## src/rtl/dmac_ioregister_arbiter.sv

```systemverilog
`default_nettype none
// ============================================================================
//  Module   : dmac_ioregister_arbiter
//  Purpose  : Two-master round-robin burst arbiter in front of the single
//             bus-side burst port of the DMAC I/O register block. A grant is
//             taken per burst command and held until the final data beat,
//             which is located by an internal beat counter. rlast towards
//             the masters comes from that counter. A master wlast that
//             disagrees with the counter raises a sticky error flag.
//  Revision : 1.0 - initial release
// ============================================================================
module dmac_ioregister_arbiter #(
  parameter int W_D     = 32,
  parameter int W_EXT_A = 32,
  parameter int W_BLEN  = 8
) (
  input  logic                 CLK,
  input  logic                 RST,
  // master 0
  input  logic                 m0_awvalid,
  input  logic [W_EXT_A-1:0]   m0_awaddr,
  input  logic [W_BLEN-1:0]    m0_awlen,
  output logic                 m0_awready,
  input  logic                 m0_wvalid,
  input  logic [W_D-1:0]       m0_wdata,
  input  logic [W_D/8-1:0]     m0_wstrb,
  input  logic                 m0_wlast,
  output logic                 m0_wready,
  input  logic                 m0_arvalid,
  input  logic [W_EXT_A-1:0]   m0_araddr,
  input  logic [W_BLEN-1:0]    m0_arlen,
  output logic                 m0_arready,
  output logic                 m0_rvalid,
  output logic [W_D-1:0]       m0_rdata,
  output logic                 m0_rlast,
  input  logic                 m0_rready,
  // master 1
  input  logic                 m1_awvalid,
  input  logic [W_EXT_A-1:0]   m1_awaddr,
  input  logic [W_BLEN-1:0]    m1_awlen,
  output logic                 m1_awready,
  input  logic                 m1_wvalid,
  input  logic [W_D-1:0]       m1_wdata,
  input  logic [W_D/8-1:0]     m1_wstrb,
  input  logic                 m1_wlast,
  output logic                 m1_wready,
  input  logic                 m1_arvalid,
  input  logic [W_EXT_A-1:0]   m1_araddr,
  input  logic [W_BLEN-1:0]    m1_arlen,
  output logic                 m1_arready,
  output logic                 m1_rvalid,
  output logic [W_D-1:0]       m1_rdata,
  output logic                 m1_rlast,
  input  logic                 m1_rready,
  // shared bus-side port
  output logic                 io_awvalid,
  output logic [W_EXT_A-1:0]   io_awaddr,
  output logic [W_BLEN-1:0]    io_awlen,
  input  logic                 io_awready,
  output logic                 io_wvalid,
  output logic [W_D-1:0]       io_wdata,
  output logic [W_D/8-1:0]     io_wstrb,
  output logic                 io_wlast,
  input  logic                 io_wready,
  output logic                 io_arvalid,
  output logic [W_EXT_A-1:0]   io_araddr,
  output logic [W_BLEN-1:0]    io_arlen,
  input  logic                 io_arready,
  input  logic                 io_rvalid,
  input  logic [W_D-1:0]       io_rdata,
  input  logic                 io_rlast,
  output logic                 io_rready,
  // status
  output logic                 err
);

  localparam logic [2:0] S_IDLE  = 3'd0;
  localparam logic [2:0] S_WADDR = 3'd1;
  localparam logic [2:0] S_RADDR = 3'd2;
  localparam logic [2:0] S_WDATA = 3'd3;
  localparam logic [2:0] S_RDATA = 3'd4;

  localparam logic [W_BLEN:0] CNT_ONE = {{W_BLEN{1'b0}}, 1'b1};

  logic [2:0]      state_q,   state_d;
  logic            grant_m_q, grant_m_d;   // granted master index
  logic            rr_q,      rr_d;        // master that has priority next
  logic [W_BLEN:0] cnt_q,     cnt_d;       // beats still to transfer
  logic            err_q,     err_d;

  // Granted-master view of every master-side channel
  logic               w_awvalid;
  logic [W_EXT_A-1:0] w_awaddr;
  logic [W_BLEN-1:0]  w_awlen;
  logic               w_wvalid;
  logic [W_D-1:0]     w_wdata;
  logic [W_D/8-1:0]   w_wstrb;
  logic               w_wlast;
  logic               w_arvalid;
  logic [W_EXT_A-1:0] w_araddr;
  logic [W_BLEN-1:0]  w_arlen;
  logic               w_rready;

  logic w_req0, w_req1, w_pick, w_pick_aw;
  logic w_aw_hs, w_ar_hs, w_w_hs, w_r_hs;
  logic w_last_beat;

  // The bus returns its own rlast, but the burst end is taken from the counter
  logic w_unused_io_rlast;
  assign w_unused_io_rlast = io_rlast;

  // Channel muxes driven purely by the registered grant
  assign w_awvalid = grant_m_q ? m1_awvalid : m0_awvalid;
  assign w_awaddr  = grant_m_q ? m1_awaddr  : m0_awaddr;
  assign w_awlen   = grant_m_q ? m1_awlen   : m0_awlen;
  assign w_wvalid  = grant_m_q ? m1_wvalid  : m0_wvalid;
  assign w_wdata   = grant_m_q ? m1_wdata   : m0_wdata;
  assign w_wstrb   = grant_m_q ? m1_wstrb   : m0_wstrb;
  assign w_wlast   = grant_m_q ? m1_wlast   : m0_wlast;
  assign w_arvalid = grant_m_q ? m1_arvalid : m0_arvalid;
  assign w_araddr  = grant_m_q ? m1_araddr  : m0_araddr;
  assign w_arlen   = grant_m_q ? m1_arlen   : m0_arlen;
  assign w_rready  = grant_m_q ? m1_rready  : m0_rready;

  // Arbitration: the rr master wins if it asks, otherwise the other one;
  // inside the winner a write command beats a read command.
  assign w_req0    = m0_awvalid | m0_arvalid;
  assign w_req1    = m1_awvalid | m1_arvalid;
  assign w_pick    = rr_q ? w_req1 : ~w_req0;
  assign w_pick_aw = w_pick ? m1_awvalid : m0_awvalid;

  // Handshakes on the shared port, qualified by state
  assign w_aw_hs     = (state_q == S_WADDR) && w_awvalid && io_awready;
  assign w_ar_hs     = (state_q == S_RADDR) && w_arvalid && io_arready;
  assign w_w_hs      = (state_q == S_WDATA) && w_wvalid  && io_wready;
  assign w_r_hs      = (state_q == S_RDATA) && io_rvalid && w_rready;
  assign w_last_beat = (cnt_q == CNT_ONE);

  // State register
  always_ff @(posedge CLK) begin
    if (RST) begin
      state_q <= S_IDLE;
    end else begin
      state_q <= state_d;
    end
  end

  // Grant, round-robin pointer, beat counter and sticky error registers
  always_ff @(posedge CLK) begin
    if (RST) begin
      grant_m_q <= 1'b0;
      rr_q      <= 1'b0;
      cnt_q     <= '0;
      err_q     <= 1'b0;
    end else begin
      grant_m_q <= grant_m_d;
      rr_q      <= rr_d;
      cnt_q     <= cnt_d;
      err_q     <= err_d;
    end
  end

  // Next-state and register update logic
  always_comb begin
    state_d   = state_q;
    grant_m_d = grant_m_q;
    rr_d      = rr_q;
    cnt_d     = cnt_q;
    err_d     = err_q;
    case (state_q)
      S_IDLE: begin
        if (w_req0 || w_req1) begin
          grant_m_d = w_pick;
          state_d   = w_pick_aw ? S_WADDR : S_RADDR;
        end
      end
      S_WADDR: begin
        if (w_aw_hs) begin
          cnt_d   = {1'b0, w_awlen} + CNT_ONE;
          state_d = S_WDATA;
        end
      end
      S_RADDR: begin
        if (w_ar_hs) begin
          cnt_d   = {1'b0, w_arlen} + CNT_ONE;
          state_d = S_RDATA;
        end
      end
      S_WDATA: begin
        if (w_w_hs) begin
          cnt_d = cnt_q - CNT_ONE;
          // Burst length is owned by the counter; wlast is only cross-checked
          if (w_wlast != w_last_beat) begin
            err_d = 1'b1;
          end
          if (w_last_beat) begin
            state_d = S_IDLE;
            rr_d    = ~grant_m_q;
          end
        end
      end
      S_RDATA: begin
        if (w_r_hs) begin
          cnt_d = cnt_q - CNT_ONE;
          if (w_last_beat) begin
            state_d = S_IDLE;
            rr_d    = ~grant_m_q;
          end
        end
      end
      default: begin
        state_d = S_IDLE;
      end
    endcase
  end

  // Output decode: shared port from the granted master, handshakes back to it only
  always_comb begin
    io_awvalid = (state_q == S_WADDR) && w_awvalid;
    io_awaddr  = w_awaddr;
    io_awlen   = w_awlen;
    io_arvalid = (state_q == S_RADDR) && w_arvalid;
    io_araddr  = w_araddr;
    io_arlen   = w_arlen;
    io_wvalid  = (state_q == S_WDATA) && w_wvalid;
    io_wdata   = w_wdata;
    io_wstrb   = w_wstrb;
    io_wlast   = w_wlast;
    io_rready  = (state_q == S_RDATA) && w_rready;

    m0_awready = (state_q == S_WADDR) && !grant_m_q && io_awready;
    m1_awready = (state_q == S_WADDR) &&  grant_m_q && io_awready;
    m0_arready = (state_q == S_RADDR) && !grant_m_q && io_arready;
    m1_arready = (state_q == S_RADDR) &&  grant_m_q && io_arready;
    m0_wready  = (state_q == S_WDATA) && !grant_m_q && io_wready;
    m1_wready  = (state_q == S_WDATA) &&  grant_m_q && io_wready;
    m0_rvalid  = (state_q == S_RDATA) && !grant_m_q && io_rvalid;
    m1_rvalid  = (state_q == S_RDATA) &&  grant_m_q && io_rvalid;
    m0_rlast   = (state_q == S_RDATA) && !grant_m_q && w_last_beat;
    m1_rlast   = (state_q == S_RDATA) &&  grant_m_q && w_last_beat;
    m0_rdata   = io_rdata;
    m1_rdata   = io_rdata;

    err        = err_q;
  end

endmodule
`default_nettype wire

```

## config.mk

```make
export PLATFORM = sky130hd
export DESIGN_NAME = dmac_ioregister_arbiter
export DESIGN_NICKNAME = d
export VERILOG_FILES = /design/src/rtl/dmac_ioregister_arbiter.sv
export SDC_FILE = /design/constraint.sdc
export NUM_CORES = 1
export LEC_CHECK = 0
export CORE_AREA = 4 4 184 186
export CTS_CLUSTER_SIZE = 16
export DETAILED_ROUTE_END_ITERATION = 7
export DIE_AREA = 0 0 188 190
export PLACE_DENSITY_LB_ADDON = 0.3
export SYNTH_ARGS = -nofsm -noshare
export SYNTH_HDL_FRONTEND = slang
export SYNTH_SLANG_ARGS = --single-unit
```

## constraint.sdc

```tcl
create_clock -name CLK -period 2.6 [get_ports CLK]
set_input_delay 0.52 -clock CLK [delete_from_list [all_inputs] [get_ports CLK]]
set_output_delay 0.52 -clock CLK [all_outputs]
set_load 0.01 [all_outputs]
```

Word level (Yosys, flattened, before mapping)
Cells that the tools add are included.
{ "classes": {"add_sub_neg": 3, "n_eq_ne": 11, "mux": 30, "bitwise_logic": 4, "n_reduce_logical": 37} }
{ "op_table": {"columns": ["operator", "n"], "rows": [
  ["32-bit two-way mux", 3],
  ["9-bit two-way mux", 4],
  ["9-bit one-hot mux with 4 select lines", 1],
  ["1-bit logical AND", 27],
  ["8-bit by 1-bit adder with 9-bit output, second input constant", 2],
  ["3-bit two-way mux", 6],
  ["8-bit two-way mux", 2],
  ["3-bit one-hot mux with 5 select lines", 1],
  ["1-bit two-way mux", 10],
  ["2-bit != test, second input constant", 5],
  ["5-bit AND reduction", 2],
  ["9-bit by 1-bit equality test with 1-bit output, second input constant", 1],
  ["9-bit by 1-bit subtractor with 9-bit output, second input constant", 1],
  ["3-bit by 2-bit equality test with 1-bit output, second input constant", 2],
  ["3-bit AND reduction", 2],
  ["4-bit two-way mux", 1],
  ["4-bit nonzero test", 1],
  ["3-bit by 1-bit equality test with 1-bit output, second input constant", 1],
  ["3-bit equality test, second input constant", 1],
  ["3-bit logical NOT", 1],
  ["2-bit two-way mux", 1],
  ["1-bit NOT", 2],
  ["1-bit OR", 2],
  ["1-bit one-hot mux with 2 select lines", 1],
  ["other kinds (5)", 5]
]} }
{ "word_totals": {"register_bits": 15, "output_inout_bits": 196, "wordCells": 90} }

Longest topological paths before layout
{ "depth": {"depth_word": 7, "ltp_mapped": 13, "ltp_nobuf": 8} }

Worst setup path after synthesis
Ideal clock, no wire load.
{ "synth_timing": {"path_kind": "flip-flop to flip-flop", "start": "reg grant_m_q", "end": "reg cnt_q[2]", "setup_ns": 0.071, "t_arrival_ns": 2.659, "t_required_ns": 2.529, "path_slack_ns": -0.130, "stages_incl_launch_ff": 13, "n_path_buf": 5, "period_less_slack_ns": 2.730, "path_cell_list": "dfxtp_1 > buf_2 > buf_2 > buf_2 > buf_2 > buf_2 > mux2_2 > nor2_1 > nor2_1 > ha_1 > or3_1 > a31o_2 > a21oi_1"} }
{ "synth_between": {"word_cells_on_any_way": 23, "cone_classes": "add/sub (2); eq/ne (4); mux (9); reduce/logical (8)"} }
{ "synth_lines": {"columns": ["item", "line", "source"], "rows": [
  ["from (decl)", "86", "logic grant_m_q, grant_m_d;"],
  ["from (signal assigned)", "156", "grant_m_q <= grant_m_d;"],
  ["8-bit two-way mux", "122", "assign w_arlen = grant_m_q ? m1_arlen : m0_arlen;"],
  ["via io_arlen[1]", "67", "output logic [W_BLEN-1:0] io_arlen,"],
  ["8-bit by 1-bit adder with 9-bit output", "185", "cnt_d = {1'b0, w_arlen} + CNT_ONE;"],
  ["9-bit two-way mux", "184", "if (w_ar_hs) begin"],
  ["9-bit one-hot mux with 4 select lines", "170", "case (state_q)"],
  ["to (signal assigned)", "158", "cnt_q <= cnt_d;"],
  ["to (decl)", "88", "logic [W_BLEN:0] cnt_q, cnt_d;"]
]} }
The timed path passes the listed nets, and every way through them passes these cells. The select of a mux whose other input is x is not followed.
A chain may end at the register's enable or synchronous reset.

Final worst setup path
{ "layout_timing": {"start": "reg grant_m_q", "end": "out io_araddr[13]"} }
{ "layout_between": {"elab_chain_cells": 1} }
{ "layout_rtl": {"columns": ["item", "line", "source"], "rows": [
  ["32-bit two-way mux", "121", "assign w_araddr = grant_m_q ? m1_araddr : m0_araddr;"],
  ["to (decl)", "66", "output logic [W_EXT_A-1:0] io_araddr,"]
]} }
No other way between the ends.

==> impl_metrics.csv <==
group,metric,value,unit
critical_path,crit_cells,4,
global_route,grt_max_degree,33,
cts,clock_path_buffers,2,
timing,tns,0,ns
critical_path,timing.critical_path.buf_inv,3,
routing,routedWlPerCell,20.0,um
final_layout,layout.nets,1029,
global_route,antenna_found_initial,17,
die,initial_core_util,10.5,%
critical_path,crit_fanout,25,
yosys,synth-seq-area-share,8.84,%
hold_path,hold_end,"err",
critical_path,start_kind,"flop",
final_layout,area_growth,122,%
critical_path,r2r_cells,10,
critical_path,criticalPathCategory,"reg -> out",
placement,pre_cts_slack,0.0558,ns
critical_path,critPathTopFamily,"buffers and inverters",
global_route,grt_overflow,0,
timing,fmax,0.403,GHz
routing,drt-pass1-iter-count,4,
critical_path,required,2.08,ns
routing,drt_iter0_drc,165,
power_and_ir_drop,ir_drop,0.270,mV
timing,hold_viol_final,0,
critical_path,reg2reg_to,"cnt_q[4]",
yosys,ys_seq_elements,15,
yosys,synth_cell_types,54,
power_and_ir_drop,p_seq_share,9.3,%
routing,wirelength,23800,um
critical_path,reg2reg_from,"grant_m_q",
power_and_ir_drop,p_leak,2.71,nW
cts,cts_made_buffers,3,
cts,clockRootBuffer,"clkbuf_16",
hold_path,min_path_cells,2,
global_route,grt_pass1_vias,4754,
cts,htreeDepth,1,
timing,worst_pin_slew,0.757,ns
yosys,async_flop_share,0,%
placement,dp_hpwl,21300,um
power_and_ir_drop,p_int,2.60,mW
cts,cts.clk_slew.worst_paths,0.05,ns
cts,cts_tree,"yes",
yosys,synth_area,0.00340,mm^2
die,core_area,0.0323,mm^2
yosys,syn_avg_cell_area,8.11,um^2
final_layout,nFillCells,3572,
final_layout,final_common_cell,"clkdlybuf4s50_1",
routing,drc,0,
power_and_ir_drop,swShare,41.1,%
yosys,synth_ff_type,"dfxtp_1",
yosys,yosysWarnings,0,
die,io_pins,477,
yosys,synth-edff-count,0,
critical_path,endpoint_kind,"primary output",
final_layout,mostFrequentLayoutCells,"clkdlybuf4s50_1 (378), mux2_2 (118), nor2_1 (37)",
power_and_ir_drop,switchingPower,1.81,mW
critical_path,cp_slowest_cell,"clkdlybuf4s50_1",
die,die_x,188,um
timing,grt_setup_unrepaired,"no",
final_layout,drive_above_1_share,22.7,%
cts,worst_skew_pair.late_latency,0.25,ns
power_and_ir_drop,p_comb_share,83.7,%
yosys,syn_inst,419,
placement,placed_area,0.00739,mm^2
cts,cts_hold_buf,0,
critical_path,cp.arrival,1.96,ns
die,die_h,190,um
timing,setup_violations,0,
global_route,grtUsageTotal,12.3,%
power_and_ir_drop,clock_power_share,7.0,%
timing,slew_headroom,49.3,%
cts,numClockSinks,15,
routing,vias_per_cell,3.73,
timing,slew_violations,0,
timing,period_share,95.5,%
flow_run,max_cap_viol_count,0,
global_route,grt_first_pass_wirelength,32600,um
placement,io_buffers,379,
status,status,"completed",
critical_path,path_cells,"buf_12, buf_12, mux2_2, clkdlybuf4s50_1",
placement,placed_cells,1177,
critical_path,max_stage_delay,0.52,ns
die,rows,66,
critical_path,critical_path.startpoint,"grant_m_q",
final_layout,stdcell_count,1189,
placement,globalplace.congestion,0.785,
timing,skew,0.00149,ns
final_layout,final_util,23.4,%
die,dieArea,0.0357,mm^2
hold_path,min_path_type,"reg -> reg",
timing,final.min_clock_period,2.48,ns
power_and_ir_drop,power.density,584,mW/mm^2
critical_path,cpMostUsedCell,"buf_12",
timing,worst_slack,0.117,ns
yosys,synth_nets,703,
hold_path,hold_start,"err",
critical_path,r2r_slack,0.32,ns
routing,ant_nets,0,
routing,num_vias,4431,
final_layout,final_cell_area,0.00755,mm^2
[flip-flops by register name, indices dropped and copies added (netlist names)]
signal / cells
rr_q: 1
grant_m_q: 1
state_q: 3
err: 1
cnt_q: 9
[power by group through the flow]
stage	Clock (mW)	Combinational (mW)	Sequential, mW
finish	0.310	3.69	0.410
global route	0.328	3.99	0.425
CTS	0.318	3.65	0.418
detailed placement	0	3.63	0.421
global placement	0	3.63	0.419
floorplan	0	1.98	0.360
[cell families after synthesis]
group | Yosys count | synth area share [%]
muxes | 125 | 41.5
and+or+nand+nor | 114 | 16.8
buffers and inverters | 102 | 19.6
AOI/OAI and AO/OA | 57 | 11.4
DFF | 15 | 8.84
xor gates and xnor gates | 3 | 0.773
adders and majority gates | 3 | 1.10
[routing by layer]
| metal | vias up | wire, um | track usage [%] |
|---|---|---|---|
| met5 | - | 159 | 1.65 |
| met4 | 14 | 386 | 2.80 |
| met3 | 46 | 2590 | 5.50 |
| met2 | 267 | 10600 | 19.3 |
| met1 | 2004 | 10000 | 15.5 |
| li1 | 2100 | - | - |
[tightest hold or removal path: cells and delay by family (launching register included)]
family	cells	cell delay [ns]
AO/OA/AOI/OAI	1	0.04
flip-flops	1	0.32
AND/OR/NAND/NOR	1	0.07
[synthesized netlist by cell type, types with 2 or more instances]
cell type	count	area share, %
buf_2	18	2.7
nand3b_1	2	0.44
or3_1	4	0.74
xnor2_1	3	0.77
mux2i_1	6	1.8
mux2_2	118	39
o211ai_1	4	0.88
o311ai_0	2	0.52
nor3b_1	2	0.44
a21oi_1	12	1.8
dfxtp_1	15	8.8
buf_4	65	14
o22ai_1	3	0.55
nor3_1	13	1.9
nand2_1	27	3.0
inv_1	11	1.2
nand3_1	6	0.88
buf_6	2	0.66
clkbuf_1	6	0.66
o21ai_0	11	1.6
nor2_1	38	4.2
and3_1	2	0.37
nand2b_1	2	0.37
nand4_1	3	0.55
a32o_1	2	0.59
a31oi_1	4	0.74
ha_1	3	1.1
nor4_1	2	0.37
and3b_1	2	0.52
nor2b_1	3	0.55
a211oi_1	5	1.1
[worst max path at each step]
stage               endpoint  slack [ns]
4_1_cts          io_awlen[4]       0.004
3_5_place_dp        cnt_q[5]        0.06
6_report       io_araddr[13]        0.12
3_3_place_gp        cnt_q[5]        0.11
5_1_grt             m1_rlast       0.009
2_1_floorplan       cnt_q[2]        0.01
[area by class of cell]
| type | instances | area [um^2] | share of cell area [%] |
|---|---|---|---|
| Timing Repair Buffer | 412 | 4110 | 54.5 |
| Antenna cell | 3 | 7.51 | 0.0995 |
| Sequential cell | 15 | 305 | 4.05 |
| Clock buffer | 4 | 78.8 | 1.04 |
| Multi-Input combinational cell | 302 | 2450 | 32.4 |
| Inverter | 11 | 41.3 | 0.547 |
| Tap cell | 442 | 553 | 7.33 |
[stage by stage]
stage	hold WS [ns]	power [mW]
floorplan	0.459	2.34
global placement	0.448	4.05
detailed placement	0.460	4.05
CTS	0.477	4.39
global route	0.517	4.75
finish	0.473	4.41
[what timing repair did]
action / CTS / global route
gates resized for setup: 2 / 3
pin swaps: 0 / 0
gates cloned: 0 / 1
buffers inserted: 0 / 4
setup endpoints to repair: 1 / 17
Power figures use the tool's default switching activity.
==> edit 1: new RTL, same settings <==
Change the parameter `W_BLEN` from 8 to 12.
--- a/src/rtl/dmac_ioregister_arbiter.sv
+++ b/src/rtl/dmac_ioregister_arbiter.sv
@@ -13,5 +13,5 @@
   parameter int W_D     = 32,
   parameter int W_EXT_A = 32,
-  parameter int W_BLEN  = 8
+  parameter int W_BLEN  = 12
 ) (
   input  logic                 CLK,
Ports: changed (6 resized); port bits go from 477 to 501. No check against the original RTL was run, so the function may have changed too.
==> edit 1 against the original RTL <==
  * Sequential power rose by 28%
  * Worst setup slack got worse by 46 ps
  * Sequential cell count rose by 4
  * Utilization grew 2.8 points
  * Critical path depth up 1
  * Via count up 15%
  * Area after synthesis up 13%
  * Cell area up 12%
  * First-iteration DRC count is 39% higher
  * Power grew 5.0%
  * Non-clock buffer count increased by 49
  * Routed wire length increased by 27%
==> edit 1: results (changes against the original RTL) <==
| Metric | Value |
|---|---|
| Outcome | complete, no violations |
| Critical path peak fanout | 17 (-32%) |
| Average size of a mapped cell | 8.10 µm² (-0.13%) |
| Commonest cells post-synth | mux2_2, buf_4, nor2_1 |
| Global Route Usage Sum | 0.159 (+0.0355) |
| GR Layer Usage met3 | 0.0639 (+0.00881) |
| Inst Count DP | 1,279 (+8.7%) |
| Top flop regs | cnt_q x13, state_q x3 |
| Vias in the first global route | 5,519 (+16%) |
| Reg power frac | 0.113 (+0.020) |
| Area contributors post-synth | mux2_2, buf_4, dfxtp_1 |
| Nets | 1,146 (+11%) |
| Buffers on Ports | 403 (+6.3%) |
| Met3 wire len | 3690 µm (+42%) |
| Share of layout cells above drive strength 1 | 0.234 (+0.00717) |
| Clock Skews | 3.25 ps (+1.76 ps) |
| Max IR drop VDD | 330 µV (+22%) |
| Int Power | 2.64 mW (+1.8%) |
| DR vias/cell | 3.95 (+6.0%) |
| Seq. pwr | 524 µW (+28%) |
| Initial antenna violation count | 24 (+7) |
| Slew HR | 0.700 (+0.206) |
| Combinational Power Share | 0.815 (-0.022) |
| Syn_nets | 773 (+10%) |
| Post-synthesis sequential area ratio | 0.0993 (+0.0109) |
| Largest net degree at the start of global routing | 66 (+100%) |
edit 1: cell type report:
class                      count  area (µm²)
antenna                        6        15.0
clock buffer                   3        75.1
clock inverter                 1        5.00
fill                        3513       23800
inverter                      18        67.6
multi-input combinational    343        2790
sequential                    19         385
tap                          442         553
timing repair buffer         461        4550
edit 1: worst max-delay path: cells and delay by family (launching register included):
kind	cells	cell delay [ps]
DFF	1	370
buffers and inverters	4	1020
muxes	1	350
edit 1: final timing paths:
kind         cells past startpoint            to  slack, ps  startpoint
max                              5  io_wdata[18]         70   grant_m_q
min                              2           err        490         err
max reg2reg                     10      cnt_q[8]        110   grant_m_q
min reg2reg                      2           err        490         err
edit 1: cell families after synthesis:
group,synth area share
muxes,0.395
and+or+nand+nor,0.162
buffers and inverters,0.177
AOI/OAI and AO/OA,0.137
DFF,0.0993
xor gates and xnor gates,0.0206
adders and majority gates,0.00980
==> edit 2: new RTL, same flow settings <==
Made on the original files. Make the reset (`RST`) asynchronous in 2 clocked blocks.
--- a/src/rtl/dmac_ioregister_arbiter.sv
+++ b/src/rtl/dmac_ioregister_arbiter.sv
@@ -138,5 +138,5 @@
 
   // State register
-  always_ff @(posedge CLK) begin
+  always_ff @(posedge CLK or posedge RST) begin
     if (RST) begin
       state_q <= S_IDLE;
@@ -147,5 +147,5 @@
 
   // Grant, round-robin pointer, beat counter and sticky error registers
-  always_ff @(posedge CLK) begin
+  always_ff @(posedge CLK or posedge RST) begin
     if (RST) begin
       grant_m_q <= 1'b0;
Behaviour: differs if RST is asserted again (counterexample within 4 cycles, from zero or initial values and one cycle with RST high); with RST held inactive, the same outputs for 4 cycles.
==> edit 2 against the original RTL <==
  * Cell area down 0.36%
  * Sequential power up 15%
  * Area after synthesis down 0.99%
  * Largest power group unchanged
  * Sequential cell count unchanged
  * Critical path type unchanged
  * Largest cell class unchanged
  * Power up 37%
  * Routed wire length down 4.3%
  * Combinational power up 42%
  * Worst setup slack worse by 37 ps
==> edit 2: results (changes against the original RTL) <==
| Metric | Value |
|---|---|
| Outcome | complete, no violations |
| Depth of the worst hold-timing path | 1 (-1) |
| Vias in the first global route | 4,316 (-9.2%) |
| Nets | 1,003 (-2.5%) |
| Max incr delay on CP | 480 ps (-40 ps) |
| Global-route wire length before repair | 31,000 µm (-4.7%) |
| Share of layout cells above drive strength 1 | 0.230 (+0.00265) |
| Seq. pwr | 470 µW (+15%) |
| DP Area | 7380 µm² (-0.20%) |
| Initial DRC count | 72 (-56%) |
| Finished Layout Cells | 1,161 (-2.4%) |
| RR Startpoint | state_q[2] |
| GR Layer Usage met3 | 0.0363 (-0.0187) |
| Initial antenna violation count | 10 (-7) |
| Hold_ws | 507 ps (+33.5 ps) |
| Largest net degree at the start of global routing | 31 (-6.1%) |
| Clk pwr share | 0.052 (-0.018) |
| Inst Count DP | 1,153 (-2.0%) |
| Core Util, Final | 0.233 (-0.000852) |
| Post-CTS sizing | 4 (+2) |
| Max IR drop VDD | 234 µV (-14%) |
| Critical path peak fanout | 30 (+20%) |
| Grt met2 use | 0.218 (+0.0253) |
| Leakage Power | 2.82 nW (+4.0%) |
| Commonest cells post-synth | mux2_2, buf_4, nor2_1 |
| Hold EP | err |
| Area contributors post-synth | mux2_2, buf_4, dfrtp_1 |
| Clock Skews | 6.51 ps (+5.01 ps) |
| Routability cong. | 0.816 (+3.9%) |
| Launch point of the worst path | grant_m_q |
| Critical Path End | io_wdata[26] |
| Dpl ws | 33.9 ps (-21.9 ps) |
| Min-delay src | err |
| Pwr Density | 802 nW/µm² (+37%) |
[edit 2: cell type report]
class	instances	share of cell area
Antenna cell	1	0.000333
Tap cell	442	0.0736
Timing Repair Buffer	410	0.545
Multi-Input combinational cell	275	0.313
Clock buffer	3	0.00999
Clock inverter	1	0.000666
Inverter	14	0.00699
Sequential cell	15	0.0504
[edit 2: kinds of logic after synthesis]
logic type                 synth area share
xor gates and xnor gates             0.0182
DFF                                   0.112
buffers and inverters                 0.195
and+or+nand+nor                       0.132
adders and majority gates            0.0112
muxes                                 0.425
AOI/OAI and AO/OA                     0.107
[edit 2: layer usage]
layer  vias up  wire [µm]
met5         -         21
met1      1866       8750
met4         4        230
li1       1996          -
met3        25       1720
met2       225      12000
[edit 2: worst reg2reg max path: cells and delay by family, from the launching register on]
kind | cells | cell delay [ps]
xor+xnor | 1 | 150
flops | 1 | 370
simple gates | 2 | 520
compound gates | 3 | 750
buf+inv | 2 | 390
